<file path="config.mk">
export PLATFORM = sky130hd
export DESIGN_NAME = freq_bcd_convert
export DESIGN_NICKNAME = d
export VERILOG_FILES = /design/src/rtl/freq_disp_pkg.sv /design/src/rtl/bcd_add3_column.sv /design/src/rtl/freq_bcd_convert.sv
export SDC_FILE = /design/constraint.sdc
export NUM_CORES = 1
export LEC_CHECK = 0
export CAP_MARGIN = 20
export CORE_ASPECT_RATIO = 0.9
export CORE_MARGIN = 4
export CORE_UTILIZATION = 42
export DETAILED_ROUTE_END_ITERATION = 10
export SLEW_MARGIN = 10
export SYNTH_ARGS = -nofsm -noshare
export SYNTH_HDL_FRONTEND = slang
export SYNTH_SLANG_ARGS = --single-unit
</file>
<file path="constraint.sdc">
create_clock -name Clk -period 2.1 [get_ports Clk]
set_input_delay 0.315 -clock Clk [delete_from_list [all_inputs] [get_ports Clk]]
set_output_delay 0.315 -clock Clk [all_outputs]
set_load 0.01 [all_outputs]
</file>
<file path="src/rtl/freq_disp_pkg.sv">
// Shared types and constants for the frequency display path.
// BCD sizing helpers used by the converter and its add-3 column.
package freq_disp_pkg;

  typedef enum logic [1:0] {
    IDLE,
    CONV,
    DONE
  } state_t;

  localparam int DIGITS_DEF = 8;

  // ceil(w * log10(2)) decimal digits hold any w-bit value
  function automatic int bcd_digits(input int w);
    return (w * 30103 + 99999) / 100000;
  endfunction

  function automatic logic [63:0] max_display(input int d);
    logic [63:0] m;
    m = 64'd1;
    for (int i = 0; i < d; i++) m = m * 64'd10;
    return m - 64'd1;
  endfunction

  localparam int BCD_WORK_DIGITS = bcd_digits(32);
  localparam logic [63:0] MAX_DISPLAY = max_display(DIGITS_DEF);

endpackage

</file>
<file path="src/rtl/bcd_add3_column.sv">
// Double-dabble correction: every digit >= 5 gets +3 before the shift.
// Purely combinational across the whole working register.
module bcd_add3_column
  import freq_disp_pkg::*;
#(
  parameter int N = BCD_WORK_DIGITS
) (
  input  logic [4*N-1:0] din,
  output logic [4*N-1:0] dout
);

  always_comb begin
    dout = din;
    for (int i = 0; i < N; i++) begin
      if (din[4*i +: 4] >= 4'd5)
        dout[4*i +: 4] = din[4*i +: 4] + 4'd3;
    end
  end

endmodule

</file>
<file path="src/rtl/freq_bcd_convert.sv">
// Stable-count sampler plus bit-serial binary-to-BCD converter.
// Display registers only change on the Valid pulse.
module freq_bcd_convert
  import freq_disp_pkg::*;
#(
  parameter int DIGITS = DIGITS_DEF,
  parameter int IN_W   = 32
) (
  input  logic                  Clk,
  input  logic                  Rst_n,
  input  logic [IN_W-1:0]       Frequency,
  output logic [4*DIGITS-1:0]   Bcd,
  output logic                  Valid,
  output logic                  Busy,
  output logic                  Overflow
);

  localparam int WD = bcd_digits(IN_W);
  localparam int CW = (IN_W > 1) ? $clog2(IN_W) : 1;
  localparam logic [63:0] MAXV = max_display(DIGITS);

  state_t state, state_next;

  logic [IN_W-1:0] s1, s2, last, work;
  logic [4*WD-1:0] bcd_work, adj;
  logic [CW-1:0]   bit_cnt;
  logic            ovf_hold;
  logic            candidate;

  assign candidate = (s1 == s2) && (s2 != last);

  bcd_add3_column #(.N(WD)) u_add3 (
    .din  (bcd_work),
    .dout (adj)
  );

  always_ff @(posedge Clk or negedge Rst_n) begin
    if (!Rst_n) state <= IDLE;
    else        state <= state_next;
  end

  always_comb begin
    state_next = state;
    unique case (state)
      IDLE: if (candidate) state_next = CONV;
      CONV: if (bit_cnt == '0) state_next = DONE;
      DONE: state_next = IDLE;
      default: state_next = IDLE;
    endcase
  end

  always_ff @(posedge Clk or negedge Rst_n) begin
    if (!Rst_n) begin
      s1       <= '0;
      s2       <= '0;
      last     <= '0;
      work     <= '0;
      bcd_work <= '0;
      bit_cnt  <= '0;
      ovf_hold <= 1'b0;
      Bcd      <= '0;
      Valid    <= 1'b0;
      Busy     <= 1'b0;
      Overflow <= 1'b0;
    end else begin
      s1    <= Frequency;
      s2    <= s1;
      Valid <= 1'b0;
      unique case (state)
        IDLE: begin
          if (candidate) begin
            work     <= s2;
            last     <= s2;
            bcd_work <= '0;
            bit_cnt  <= CW'(IN_W - 1);
            Busy     <= 1'b1;
            ovf_hold <= 64'(s2) > MAXV;
          end
        end
        CONV: begin
          bcd_work <= (adj << 1)
                    | {{(4*WD-1){1'b0}}, work[IN_W-1]};
          work     <= work << 1;
          bit_cnt  <= bit_cnt - 1'b1;
        end
        DONE: begin
          Bcd      <= ovf_hold ? {DIGITS{4'h9}}
                               : bcd_work[4*DIGITS-1:0];
          Overflow <= ovf_hold;
          Valid    <= 1'b1;
          Busy     <= 1'b0;
        end
        default: ;
      endcase
    end
  end

endmodule

</file>
Word-level counts from Yosys, hierarchy flattened

Cells that the tools add are included.
Widths: inputs -> output; s select.

Output and inout port bits: 35
Register bits: 211
Word-level logic and storage cells: 73

Reductions and logical operators: 9
$add $sub $neg: 11
Bitwise gates (word level): 1
Order comparisons: 11
Equality and inequality tests: 6
Multiplexer cells: 23

Operators by type and width:

| cell                 | number |
|---|---|
| $pmux 40 s2          | 1 |
| $mux 32              | 2 |
| $pmux 32 s2          | 1 |
| $ge 4x3->1 const B   | 10 |
| $mux 40              | 1 |
| $or 40x1->40         | 1 |
| $add 4x2->4 const B  | 9 |
| $mux 4               | 9 |
| $eq 32x32->1         | 1 |
| $gt 32x27->1 const B | 1 |
| $ne 32x32->1         | 1 |
| $pmux 5 s2           | 1 |
| $reduce_and 2->1     | 4 |
| $logic_not 5->1      | 1 |
| $mux 5               | 1 |
| $sub 5x1->5 const B  | 1 |
| $mux 2               | 2 |
| $ne 2x2->1 const B   | 2 |
| $pmux 2 s2           | 1 |
| $reduce_bool 2->1    | 2 |
| $add 3x2->3 const B  | 1 |
| $mux 3               | 1 |
| $eq 2x1->1 const B   | 1 |
| $eq 2x2->1 const B   | 1 |
| other kinds (4)      | 5 |

Logic depth before layout (Yosys ltp)

Gate-level depths: netlist (run 1).

Depth in word-level cells: 4
Depth in mapped cells: 8
Mapped depth without buffers: 8

By module

A second synthesis (run 1) with hierarchy kept.

Cell total of the unflattened synthesis: 927
Area total of the unflattened synthesis: 9,566.7 um^2

Modules (own cells, without submodules):

| module           | area each (um^2) | times used | cells an instance |
|---|---|---|---|
| freq_bcd_convert | 8,553.2          | 1          | 767 |
| bcd_add3_column  | 1,013.5          | 1          | 160 |

Worst setup path after synthesis (run 1)

Ideal clock, no wire load.

Path kind: reg-to-reg
Start: reg s2[11]
End: reg last[10]
Clock period less this slack: 1.986 ns
Path buffers: 1
Data arrival time: 1.861 ns
Setup time: 0.125 ns
Stages on the path, launching flop included: 8
Path slack: 0.114 ns
Data required time: 1.975 ns
Cells stage by stage: dfrtp_1 -> xnor2_1 -> nand4_1 -> nor4_2 -> nand4_2 -> nand2_4 -> buf_6 -> mux2_4

Cells in the longest elaborated chain, start to end: 3

Ends and longest elaborated chain:

| item                                         | RTL line               | RTL |
|---|---|---|
| from (decl)                                  | freq_bcd_convert.sv:24 | `logic [IN_W-1:0] s1, s2, last, work;` |
| from (signal assigned)                       | freq_bcd_convert.sv:55 | `s2 <= '0;` |
| from (signal assigned)                       | freq_bcd_convert.sv:67 | `s2 <= s1;` |
| $eq 32x32->1 or $ne 32x32->1 (tied branches) | freq_bcd_convert.sv:30 | `assign candidate = (s1 == s2) && (s2 != last);` |
| $logic_and 1x1->1 (*)                        | freq_bcd_convert.sv:30 |  |
| $reduce_and 2->1 (no source line) (*)        | -                      |  |
| to (signal assigned)                         | freq_bcd_convert.sv:56 | `last <= '0;` |
| to (signal assigned)                         | freq_bcd_convert.sv:73 | `last <= s2;` |
| to (decl)                                    | freq_bcd_convert.sv:24 |  |

Mark *: on every way between the ends. The rest lies on a longest branch, timed or not.
A chain may end at the register's enable or synchronous reset.

Final worst setup path (run 1)

Start: reg s2[4]
End: reg last[16]

The elaborated chain is that of the path after synthesis.

==> results of run 1 <==
## cells in the mapped netlist, types with 2 or more instances
cell type	n	share of area, %
nand2b_1	17	1.2
buf_2	3	0.17
a211oi_1	2	0.17
clkbuf_1	32	1.4
and4_1	2	0.20
nor2_1	62	2.6
nor4_1	4	0.28
o32ai_1	5	0.50
a21oi_1	37	2.1
mux2_4	15	2.6
nand4b_1	2	0.20
a22oi_1	2	0.17
a31oi_1	39	2.8
buf_1	3	0.13
nor2b_1	3	0.21
nand4_1	14	1.0
dfrtp_1	203	58
nand2_1	88	3.8
buf_6	4	0.51
nand3_1	16	0.91
o31ai_1	9	0.77
o21ai_1	53	3.0
buf_4	8	0.68
inv_1	19	0.81
nor4b_1	8	0.80
ha_1	17	2.4
o22ai_1	18	1.3
o21ai_0	35	2.0
nor4_2	2	0.28
xor2_1	18	1.8
xnor2_1	61	6.1
or4_1	2	0.17
nor3_1	3	0.17
## kinds of logic after synthesis
group,Yosys count
adder cells (fa/ha/maj),17
AND/OR/NAND/NOR,228
flip-flops,203
buffers and inverters,69
multiplexers,17
AO/OA/AOI/OAI,203
XOR/XNOR,79
## critical path, delay by kind of cell, from the launching register on
family	cells	cell delay (ns)
mux	1	0.29
buf+inv	2	0.31
flops	1	0.43
xor+xnor	1	0.20
simple gates	4	0.89
## per-layer routing
layer  vias up  GRT usage, %
li1       3090             -
met1      3107         24.68
met2       167         26.08
met3        32         2.779
met4         0         3.957
met5         -             0
## per-stage QoR
stage	hold slack, ns	TNS, ns	worst slack (ns)
final	0.2279	-5.164	-0.1457
after global routing	0.2097	-16.68	-0.2232
after CTS	0.2093	-1.164	-0.06189
after detailed placement	0.2940	-9.370	-0.2052
after global placement	0.2955	-7.050	-0.1787
after floorplan	0.01941	0	0.1141
## worst max-delay path by stage
stage                          start  slack, ns                       end
CTS                 s2[15]$_DFF_PN0_      -0.06  bcd_work[20]$_DFFE_PN0P_
finish               s2[4]$_DFF_PN0_      -0.15      last[16]$_DFFE_PN0P_
detailed placement  s2[14]$_DFF_PN0_      -0.21      work[17]$_DFFE_PN0P_
floorplan           s2[11]$_DFF_PN0_       0.11      last[10]$_DFFE_PN0P_
global route         s2[8]$_DFF_PN0_      -0.22      last[10]$_DFFE_PN0P_
global placement    s2[14]$_DFF_PN0_      -0.18      work[17]$_DFFE_PN0P_
## timing repair
item                                    CTS  global route
setup buffers                            11             4
pin swaps                                30            11
gates resized for setup                  43            60
gates cloned                              2             7
hold endpoints to repair                 43             0
hold buffers                              1             0
endpoints found under the setup margin   98           103
## power by group through the flow
stage               registers, mW  logic [mW]  clock network [mW]
floorplan                    4.10      0.0865                   0
global placement             4.11       0.323                   0
detailed placement           4.11       0.323                   0
CTS                          4.04       0.338                4.30
global route                 4.05       0.372                4.46
finish                       4.04       0.336                4.21
## registers in the layout, indices dropped and copies added, names as in the netlist, 2 cells and up
name	flops
state	2
s1	32
work	32
last	32
bcd_work	32
Bcd	32
s2	32
bit_cnt	5
## final cells by class
| type | count | area (um^2) |
|---|---|---|
| Clock buffer | 32 | 650.6 |
| Clock inverter | 12 | 166.4 |
| Fill cell | 1718 | 8597 |
| Inverter | 19 | 71.32 |
| Multi-Input combinational cell | 544 | 3752 |
| Sequential cell | 203 | 5081 |
| Tap cell | 280 | 350.3 |
| Timing Repair Buffer | 151 | 1624 |
==> key figures, run 1 <==
Floorplan
  • Core area: 20290 um^2
  • Die height: roughly 150 um
  • FP Rows: about 50
  • Initial Util: between 40% and 50%
  • Die Wd: ~160 um
  • Die footprint: ~23000 um^2
  • I/O Pins: 69

Timing
  • Period minus WS final: between 2 and 2.5 ns
  • Tcrit/Tclk final: 106.9%
  • Worst Tran Pin Value: between 0.4 and 0.5 ns
  • Final worst slack: -0.1457 ns
  • Hold Fails Final Rpt: 0
  • Unrepaired setup endpoints after global routing: true
  • Relative max-transition margin: between 70% and 80%
  • Final setup vio count: 81
  • Fin Clk Skew: 0.02147 ns
  • Final slew viol count: 0
  • Fmax: about 0.45 GHz

Pwr
  • Overall power: around 8.6 mW
  • Leak: 5.165 nW
  • Combinational power share: between 3 and 4%
  • Max VDD drop: approximately 0.7 mV
  • Clk pwr share: between 40% and 50%
  • Cell area power density: between 700 and 800 nW/um^2
  • Switching share of power: a little over a fifth
  • P_sw: about 1.9 mW
  • Pint: between 6 and 7 mW
  • Sequential share of power: about 47%

Placement
  • Placed Instances: between 1000 and 1500
  • HPWL Detailed: 13000 um
  • Port Buffer Count: approximately 70
  • Area after DPL: a little over 10000 um^2
  • Final Wtd Congestion: 0.8075

Layout
  • Fin area: 11700 um^2
  • Commonest non-fill, non-tap cell in the layout: dfrtp_1
  • Post-route insts no fill: approximately 1200
  • Final core occ: 57.64%
  • Diodes inserted: 0
  • Commonest non-fill, non-tap cells in the layout: 202 x dfrtp_1, 85 x nand2_1, 67 x clkdlybuf4s50_1
  • Layout Nets: between 900 and 1000
  • P&R area growth vs syn: 32.93%
  • Ratio of cells with drive above 1 in the final layout: a little over a fifth

Worst setup path
  • Arrival time worst endpoint: 2.65 ns
  • Worst R2R Path Depth: 8
  • Worst Setup End Kind: register
  • R2r setup slk: -0.15 ns
  • Worst R2R Start: s2[4]$_DFF_PN0_
  • R2r endpoint: last[16]$_DFFE_PN0P_
  • Crit path cell chain: xnor2_1 > nand4_1 > nor4_4 > buf_4 > and4_4 > nand2_4 > buf_12 > mux2_4
  • CP Launch Type: register
  • Crit path kind: reg -> reg
  • CP Max Fanout: 10
  • CP Data Required Time: about 2.5 ns
  • Slowest Stage Delay on Critical Path: roughly 0.43 ns
  • CP max stage cell: dfrtp_1

Routing
  • WL/cell: 16.37 um
  • DRC: 0
  • M1 wire length: 9716 um
  • DR iter-0 viols: 351
  • DRT Wirelength: between 20000 and 25000 um
  • Met2 wire len: between 9000 and 10000 um
  • DR top layer: met4
  • Antenna Nets Post-Route: 0
  • Detailed Routing Iterations Pass 1: 5
  • Vias: roughly 6400
  • Routed wl met3: 995 um
  • DR vias/cell: just over 5

Logic synthesis
  • Syn Inst Count: between 800 and 900
  • Post-Synth Simple-Gate Area: 12.44%
  • Post-synthesis compound-gate area fraction: 13.05%
  • Post-synth top flop: dfrtp_1
  • Avg Inst Size Synth: between 10 and 15 um^2
  • Cell variety after synth: 43
  • Seq/Total Area, Yosys: about 58%
  • Multiplexer area fraction after synthesis: ~2.8%
  • Synth Area in Adders: under 10%
  • YS warnings: 0
  • Fraction of registers with async set/reset: between 90% and 100%
  • Mapped Nets: about 870
  • Register bit total from synthesis: approximately 200
  • EDFF count, synth: 0
  • Post-Synth XOR/XNOR Area: 7.864%
  • Largest family of logic cells by synthesized area: compound AO/OA/AOI/OAI gates
  • Synth Cell Area: between 8000 and 9000 um^2

Clocking
  • Clk sinks: between 200 and 250
  • CTS tree: done
  • CTS root buf: clkbuf_16
  • Clock-pin slew on the worst setup and hold paths: approximately 0.060 ns
  • Clk_lat worst skew: around 0.52 ns
  • H-tree Lvls: 1
  • Cts bufs inserted: 24
  • Clock Tree Buf Depth: 3

GRT
  • First-pass GRT wire length: between 30000 and 40000 um
  • Total GRT Usage: approximately 17%
  • Largest net degree at the start of global routing: 55
  • Total gr overflow: 0
  • Vias in the first global route: between 6000 and 7000
  • Initial antenna violation count: 0

Job
  • Maximum capacitance violations: 0

Hold path
  • Hold Path Depth: 1
  • WHS Endpoint: s1[22]$_DFF_PN0_
  • HP Start: Frequency[22]
  • Min-Delay Path Class: in -> reg

Status
  • Failing checks: negative setup slack
  • Status: complete, but fails checks
No activity file was read; power rests on OpenSTA's default activity.
==> run 2: changes to the inputs <==
--- a/config.mk
+++ b/config.mk
@@ -13,4 +13,5 @@
 export SLEW_MARGIN = 10
 export SYNTH_ARGS = -nofsm -noshare
 export SYNTH_HDL_FRONTEND = slang
+export SYNTH_HIERARCHICAL = 1
 export SYNTH_SLANG_ARGS = --single-unit
==> run 2 against run 1 <==
  * The flow still finishes with violations (negative setup slack)
  * Largest power group is now sequential cells
  * Largest cell class unchanged
  * Sequential cell count is the same
  * Final area increased by 0.40%
  * Total power fell by 7.8%
  * Via count rose by 0.73%
  * Clock skew down 0.0033 ns
  * First-iteration DRC count rose by 30%
  * Combinational power up 13%
  * Register-to-register slack worse by 0.05 ns
  * Clock power is 17% lower
  * Utilization shrank 1.6 points
  * Synthesized cell count up 5.3%
  * Non-clock buffer count decreased by 10
==> key figures, run 2 <==
Placement
  • Final Wtd Congestion: between 0.7 and 0.8
  • Port Buffer Count: 68
  • Setup Slack @ Placement: -0.3325 ns
  • HPWL Detailed: ~13000 um
  • Area after DPL: between 10000 and 15000 um^2

Hold path
  • HP Start: Frequency[22]
  • WHS Endpoint: s1[22]$_DFF_PN0_
  • Min-Delay Path Class: in -> reg
  • Hold Path Depth: 1

Logic synthesis
  • Mapped Nets: 910
  • Avg Inst Size Synth: between 10 and 15 um^2
  • Synth Cell Area: ~9000 um^2
  • Syn Inst Count: between 800 and 900
  • YS warnings: 6

GRT
  • Initial antenna violation count: 0
  • Largest net degree at the start of global routing: around 70
  • Vias in the first global route: ~6500
  • Total gr overflow: 0
  • First-pass GRT wire length: about 34000 um
  • Total GRT Usage: between 15 and 20%

Timing
  • Fin Clk Skew: ~0.018 ns
  • Relative max-transition margin: about two thirds
  • Tcrit/Tclk final: 109.4%
  • Fmax: 0.4354 GHz
  • Unrepaired setup endpoints after global routing: true
  • Final setup vio count: 100
  • Period minus WS final: around 2.3 ns
  • Final worst slack: -0.1967 ns
  • Worst Tran Pin Value: about 0.48 ns
  • Hold Slack: 0.2478 ns
  • Final slew viol count: 0
  • Hold Fails Final Rpt: 0

Routing
  • DRT Wirelength: between 20000 and 25000 um
  • Vias: approximately 6400
  • DRC: 0
  • DR iter-0 viols: between 400 and 500
  • WL/cell: 15.98 um
  • Detailed Routing Iterations Pass 1: 4
  • DR vias/cell: about 5.1
  • Antenna Nets Post-Route: 0

Worst setup path
  • R2r endpoint: last[2]$_DFFE_PN0P_
  • Worst R2R Path Depth: 7
  • Crit path cell chain: xnor2_1 > nand4_1 > nor4_4 > nand4_2 > nor2_4 > buf_12 > mux2_2
  • CP max stage cell: dfrtp_1
  • Delay-heaviest family, CP: simple AND/OR/NAND/NOR gates
  • Crit path kind: reg -> reg
  • CP Data Required Time: about 2.5 ns
  • Crit path buffers/inverters: 1
  • Arrival time worst endpoint: between 2 and 3 ns
  • Slowest Stage Delay on Critical Path: a little under 0.4 ns
  • CP Depth: 7
  • Worst R2R Start: s2[4]$_DFF_PN0_
  • R2r setup slk: -0.20 ns
  • Worst Setup End Kind: register
  • CP Launch Type: register
  • CP Max Fanout: 19

Floorplan
  • Die height: 147.2 um
  • Initial Util: 43.15%
  • Die Wd: between 150 and 200 um
  • FP Rows: 50
  • Core area: ~21000 um^2
  • I/O Pins: between 60 and 70
  • Die footprint: approximately 24000 um^2

Layout
  • Fin area: around 12000 um^2
  • Diodes inserted: 0
  • Commonest non-fill, non-tap cell in the layout: dfrtp_1
  • Final core occ: 56.03%
  • Commonest non-fill, non-tap cells in the layout: 202 x dfrtp_1, 129 x nand2_1, 87 x o21ai_0
  • P&R area growth vs syn: 29.84%
  • Ratio of cells with drive above 1 in the final layout: between 10% and 20%
  • Layout Nets: 1027

Clocking
  • Clock Tree Buf Depth: 3
  • H-tree Lvls: 1
  • Clk sinks: ~200
  • Clock-pin slew on the worst setup and hold paths: approximately 0.050 ns
  • CTS tree: done
  • Cts bufs inserted: 23
  • Clk_lat worst skew: around 0.50 ns
  • CTS root buf: clkbuf_16

Pwr
  • Cell area power density: 674.5 nW/um^2
  • Max VDD drop: 0.6883 mV
  • Leak: 5.082 nW
  • Overall power: just under 8 mW

Job
  • Maximum capacitance violations: 0

Status
  • Failing checks: negative setup slack
  • Status: complete, but fails checks
run 2: cell type report:
cell class,instances,area (um^2)
repair buffers,141,1465
well taps,286,357.8
fillers,1838,9215
inverters,20,75.07
flip-flops and latches,203,5081
multi-input cells,587,4124
clock buffers,32,629.4
clock inverters,2,10.01
run 2: timing repair:
action / 4_1_cts / 5_1_grt
endpoints found under the hold margin: 37 / 0
setup endpoints to repair: 104 / 104
gates cloned: 4 / 0
hold buffers: 1 / 0
setup buffers: 12 / 6
pin swaps: 62 / 26
resized for setup: 56 / 68
run 2: metal layers:
metal	vias up	track usage (%)	wire, um
met2	142	27.25	9335
met1	3122	23.75	9253
met4	0	5.409	789
met5	-	0	0
li1	3131	-	-
met3	48	2.777	931
run 2: how the worst max path moves through the flow:
stage,start,end
final,s2[4]$_DFF_PN0_,last[2]$_DFFE_PN0P_
after global routing,s2[19]$_DFF_PN0_,last[0]$_DFFE_PN0P_
after CTS,s2[18]$_DFF_PN0_,bcd_work[0]$_DFFE_PN0P_
after global placement,s2[2]$_DFF_PN0_,last[1]$_DFFE_PN0P_
after detailed placement,s2[2]$_DFF_PN0_,last[4]$_DFFE_PN0P_
after floorplan,s2[26]$_DFF_PN0_,last[10]$_DFFE_PN0P_
run 2: where the power goes:
part	internal (mW)	switching [mW]
clock network	2.05	1.46
logic	0.192	0.188
registers	3.98	0.0536
total	6.22	1.70
run 2: through the flow:
step	TNS, ns	instances
6_report	-9.500	1271
2_1_floorplan	0	859
3_3_place_gp	-19.33	1222
3_5_place_dp	-24.57	1222
5_1_grt	-23.58	1271
4_1_cts	-7.024	1272
